### src/rtl/lc3_pkg.sv
// rtl/lc3_pkg.sv - shared LC-3 offset field modes and widths
package lc3_pkg;

  typedef enum logic [1:0] {
    IMM5  = 2'd0,
    OFF6  = 2'd1,
    OFF9  = 2'd2,
    OFF11 = 2'd3
  } mode_e;

  localparam int W_IMM5  = 5;
  localparam int W_OFF6  = 6;
  localparam int W_OFF9  = 9;
  localparam int W_OFF11 = 11;

  localparam int VAL_W   = 16;
  localparam int FIELD_W = 11;
  localparam int ERR_W   = 8;

endpackage

### src/rtl/field_fit.sv
// rtl/field_fit.sv - signed range check and truncation of a 16-bit value to a mode field
module field_fit
  import lc3_pkg::*;
(
  input  logic [VAL_W-1:0]   value,
  input  logic [1:0]         mode,
  output logic [FIELD_W-1:0] field,
  output logic               fits
);

  mode_e w_mode;
  assign w_mode = mode_e'(mode);

  // A value fits when every bit from the field's sign bit upward is identical.
  always_comb begin
    field = '0;
    fits  = 1'b0;
    case (w_mode)
      IMM5: begin
        field = {{(FIELD_W-W_IMM5){1'b0}}, value[W_IMM5-1:0]};
        fits  = (&value[VAL_W-1:W_IMM5-1]) | ~(|value[VAL_W-1:W_IMM5-1]);
      end
      OFF6: begin
        field = {{(FIELD_W-W_OFF6){1'b0}}, value[W_OFF6-1:0]};
        fits  = (&value[VAL_W-1:W_OFF6-1]) | ~(|value[VAL_W-1:W_OFF6-1]);
      end
      OFF9: begin
        field = {{(FIELD_W-W_OFF9){1'b0}}, value[W_OFF9-1:0]};
        fits  = (&value[VAL_W-1:W_OFF9-1]) | ~(|value[VAL_W-1:W_OFF9-1]);
      end
      OFF11: begin
        field = value[W_OFF11-1:0];
        fits  = (&value[VAL_W-1:W_OFF11-1]) | ~(|value[VAL_W-1:W_OFF11-1]);
      end
      default: begin
        field = '0;
        fits  = 1'b0;
      end
    endcase
  end

endmodule

### src/rtl/offset_pack.sv
// rtl/offset_pack.sv - two-stage pipeline packing immediates/PC-relative offsets into LC-3 fields
module offset_pack
  import lc3_pkg::*;
(
  input  logic                Clk,
  input  logic                Reset,
  input  logic                in_valid,
  output logic                in_ready,
  input  logic [1:0]          in_mode,
  input  logic                in_rel,
  input  logic [VAL_W-1:0]    in_pc,
  input  logic [VAL_W-1:0]    in_val,
  output logic                out_valid,
  input  logic                out_ready,
  output logic [FIELD_W-1:0]  out_field,
  output logic                out_fits,
  output logic [1:0]          out_mode,
  input  logic                err_clr,
  output logic [ERR_W-1:0]    err_count
);

  logic               r_s1_valid;
  logic [VAL_W-1:0]   r_s1_val;
  logic [1:0]         r_s1_mode;
  logic               r_s2_valid;
  logic [FIELD_W-1:0] r_s2_field;
  logic               r_s2_fits;
  logic [1:0]         r_s2_mode;
  logic [ERR_W-1:0]   r_err_count;

  logic               w_adv;
  logic               w_in_ready;
  logic [VAL_W-1:0]   w_in_value;
  logic [FIELD_W-1:0] w_fit_field;
  logic               w_fit_fits;

  // S2 may accept whenever it is empty or draining; S1 may accept whenever it is empty or moving on.
  assign w_adv      = !r_s2_valid || out_ready;
  assign w_in_ready = w_adv || !r_s1_valid;
  assign w_in_value = in_rel ? (in_val - (in_pc + 16'd1)) : in_val;

  always_ff @(posedge Clk or posedge Reset) begin
    if (Reset) begin
      r_s1_valid <= 1'b0;
      r_s1_val   <= '0;
      r_s1_mode  <= '0;
    end else if (w_in_ready) begin
      r_s1_valid <= in_valid;
      if (in_valid) begin
        r_s1_val  <= w_in_value;
        r_s1_mode <= in_mode;
      end
    end
  end

  field_fit u_field_fit (
    .value (r_s1_val),
    .mode  (r_s1_mode),
    .field (w_fit_field),
    .fits  (w_fit_fits)
  );

  always_ff @(posedge Clk or posedge Reset) begin
    if (Reset) begin
      r_s2_valid <= 1'b0;
      r_s2_field <= '0;
      r_s2_fits  <= 1'b0;
      r_s2_mode  <= '0;
    end else if (w_adv) begin
      r_s2_valid <= r_s1_valid;
      if (r_s1_valid) begin
        r_s2_field <= w_fit_field;
        r_s2_fits  <= w_fit_fits;
        r_s2_mode  <= r_s1_mode;
      end
    end
  end

  // Clear wins over a same-cycle miss so software never reads a stale count after clearing.
  always_ff @(posedge Clk or posedge Reset) begin
    if (Reset) begin
      r_err_count <= '0;
    end else if (err_clr) begin
      r_err_count <= '0;
    end else if (r_s2_valid && out_ready && !r_s2_fits && (r_err_count != {ERR_W{1'b1}})) begin
      r_err_count <= r_err_count + 1'b1;
    end
  end

  assign in_ready  = w_in_ready;
  assign out_valid = r_s2_valid;
  assign out_field = r_s2_field;
  assign out_fits  = r_s2_fits;
  assign out_mode  = r_s2_mode;
  assign err_count = r_err_count;

endmodule

### config.mk
export PLATFORM = sky130hd
export DESIGN_NAME = offset_pack
export DESIGN_NICKNAME = d
export VERILOG_FILES = /design/src/rtl/lc3_pkg.sv /design/src/rtl/field_fit.sv /design/src/rtl/offset_pack.sv
export SDC_FILE = /design/constraint.sdc
export NUM_CORES = 1
export LEC_CHECK = 0
export BUFFER_PORTS_ARGS = -buffer_cell sky130_fd_sc_hd__buf_2
export CORE_MARGIN = 2
export CORE_UTILIZATION = 30
export DETAILED_ROUTE_END_ITERATION = 12
export HOLD_SLACK_MARGIN = 0.08
export PLACE_DENSITY_LB_ADDON = 0.08
export SETUP_SLACK_MARGIN = 0.05
export SLEW_MARGIN = 25
export SYNTH_ARGS = -nofsm -noshare
export SYNTH_HDL_FRONTEND = slang
export SYNTH_HIERARCHICAL = 1
export SYNTH_SLANG_ARGS = --single-unit
### constraint.sdc
create_clock -name Clk -period 2.2 [get_ports Clk]
set_input_delay 0 -clock Clk [delete_from_list [all_inputs] [get_ports Clk]]
set_output_delay 0 -clock Clk [all_outputs]
set_load 0.03 [all_outputs]
==> flow_summary.json <==
{
  "outcome": "finished, final reports clean",
  "antenna_found_initial": 0,
  "netlist_instances": 297,
  "final.setup.tns_ns": 0,
  "fin_ws_ns": 0.138,
  "drv_cap": 0,
  "synth_top_area_frac": 0.377,
  "rsz0062_at_grt": "no",
  "synth_area_per_cell_um2": 9.39,
  "clkTransAtPathRegs_ns": 0.08,
  "gp_congestion": 0.775,
  "hp-class": "input pin to register",
  "die_x_um": 100,
  "synthTopCellsByCount": "42 x dfrtp_1, 27 x nand2_1, 20 x inv_1, 17 x nor2_1, 17 x o21ai_0",
  "worstSetupPathType": "input pin to register",
  "initial_core_util": 0.305,
  "yosysMostFrequentCell": "dfrtp_1",
  "via_count": 2363,
  "grt_first_pass_wirelength_um": 10900,
  "path_cells": "dlygate4sd3_1 -> buf_2 -> ha_2 -> nor3_2 -> nor2_2 -> a311oi_2 -> buf_4 -> o21a_1 -> o31a_1 -> o31ai_1",
  "root_buffer": "clkbuf_8",
  "setup_viol": 0,
  "io_pins": 64,
  "die_h_um": 100,
  "crit_arrival_ns": 2.25,
  "top_layer_used": "met4",
  "async_flop_share": 1.00,
  "leakage_nw": 1.72,
  "areaGrowthSynthToFinish_pct": 25.4,
  "synth.area.top_cells": "dfrtp_1 38%, ha_1 7.2%, mux2_2 6.1%",
  "drt-pass1-iter-count": 4,
  "wl_met3_um": 224,
  "setup.worst_path.end_class": "register",
  "cts_buffers": 5,
  "hpwl_um": 5100,
  "ys.warnings.count": 6,
  "hold_viol_final": 0,
  "synthFlopType": "dfrtp_1",
  "drc": 0,
  "cts_max_level": 2,
  "slew_headroom": 0.509,
  "grt_pass1_vias": 2310,
  "wl_met1_um": 3230,
  "cts_num_sinks": 42,
  "ys_types": 50,
  "fmax_mhz": 485,
  "synth_edf_count": 0,
  "report.final.slew_viol_count": 0,
  "synth_nets": 354,
  "overflow": 0,
  "start_kind": "input pin",
  "cts_buffer_depth": 2,
  "peakVddDrop_v": 0.000232,
  "final_nets": 432,
  "worstMarginPinSlew_ns": 0.735,
  "core_area_um2": 9150,
  "netlist_area_um2": 2790,
  "min_period_ns": 2.06,
  "clock_latency_ns": 0.29,
  "grt_max_degree": 26,
  "via_per_inst": 4.87,
  "io_buffers": 63,
  "n_antenna_cell": 0,
  "avgRoutedWirePerCell_um": 13.4,
  "slowest_stage": "dlygate4sd3_1",
  "yosysTopAreaCell": "dfrtp_1",
  "cp.required_ns": 2.39,
  "critical_path_peak_fanout": 4,
  "dr_wl_met2_um": 2990,
  "drtIter0Drc": 49,
  "synth_seq_cells": 42,
  "drive_above_1_share": 0.273,
  "die_area_um2": 10100,
  "ant_nets": 0,
  "yosysSeqAreaShare": 0.377,
  "power_density_nw_per_um2": 637,
  "cts_tree": "done",
  "max_stage_delay_ns": 0.52,
  "finalCritPeriodShare": 0.937,
  "place_ws_ns": 0.0156,
  "rows": 35,
  "wl_um": 6500,
  "grt_util_all_layers": 0.135,
  "skew_ns": 0.00530
}
[worst max-delay path: cells and delay by family]
family          cells  cell delay, ns
compound gates      4            0.81
simple gates        2            0.24
fa+ha+maj           1            0.37
buf+inv             3            0.83
[state kept, by name (all words and copies together) (netlist names)]
name	cells
r_s1_val	16
out_fits	1
out_mode	2
r_s1_valid	1
err_count	8
out_valid	1
out_field	11
r_s1_mode	2
[repair_timing]
| action | 4_1_cts | 5_1_grt |
|---|---|---|
| buffers inserted | 0 | 0 |
| endpoints found under the hold margin | 37 | 0 |
| endpoints found under the setup margin | 0 | 4 |
| hold buffers | 15 | 0 |
| resized for setup | 0 | 7 |
[layout make-up]
class | instances | area (µm²)
fill | 946 | 5650
multi-input combinational | 220 | 1610
sequential | 42 | 1050
timing repair buffer | 86 | 538
tap | 111 | 139
clock buffer | 6 | 82.6
inverter | 20 | 75.1
[final timing paths]
path	startpoint	endpoint	slack, ns	cells after the start
min in group asynchronous	Reset	r_s1_val[15]	0.38	3
max	in_val[5]	r_s1_val[15]	0.14	10
max reg2reg	err_count[0]	err_count[5]	0.53	7
min	in_val[0]	r_s1_val[0]	0.14	4
min reg2reg	r_s1_val[0]	r_s1_val[0]	0.48	2
max in group asynchronous	Reset	out_field[4]	1.24	4
[where the power goes]
group | total (W) | internal, W | switching [W]
Sequential | 0.000993 | 0.000894 | 0.0000989
Combinational | 0.000745 | 0.000323 | 0.000422
Clock | 0.000491 | 0.000242 | 0.000249
[stage by stage]
step / util / area [µm²] / cells / hold slack [ns] / power, W
floorplan: - / 2790 / 297 / 0.105 / 0.00152
global placement: 0.354 / 3240 / 464 / 0.170 / 0.00173
detailed placement: 0.354 / 3240 / 464 / 0.172 / 0.00174
CTS: 0.379 / 3470 / 485 / 0.140 / 0.00225
global route: 0.382 / 3500 / 485 / 0.158 / 0.00239
finish: 0.382 / 3500 / 485 / 0.140 / 0.00223
[cells by family (layout without fill, tap and decap cells)]
group,Yosys count,in the layout,synth area share
flops,42,42,0.377
compound gates,65,65,0.161
simple gates,98,98,0.183
mux,28,28,0.107
xor+xnor,12,12,0.0377
buf+inv,35,112,0.0552
fa+ha+maj,17,17,0.0789
[placed cells by master (no fill, tap or decap), types with 4 or more instances in the layout]
master / n
a21o_1: 4
a21oi_1: 10
and2_1: 5
and3_1: 4
buf_2: 63
buf_4: 7
clkbuf_8: 6
dfrtp_1: 42
dlygate4sd3_1: 15
ha_1: 15
inv_1: 20
mux2_2: 15
mux2i_1: 13
nand2_1: 27
nand2b_1: 4
nand3_1: 10
nand3b_1: 5
nor2_1: 16
nor3b_1: 7
o21a_1: 7
o21ai_0: 17
xnor2_1: 5
xor2_1: 7
[per-layer routing]
layer  up-vias  GRT usage
met3         7     0.0244
met4         0     0.0337
met1      1100      0.184
li1       1210          -
met2        46      0.222
met5         -          0
(Power assumes the default switching activity.)
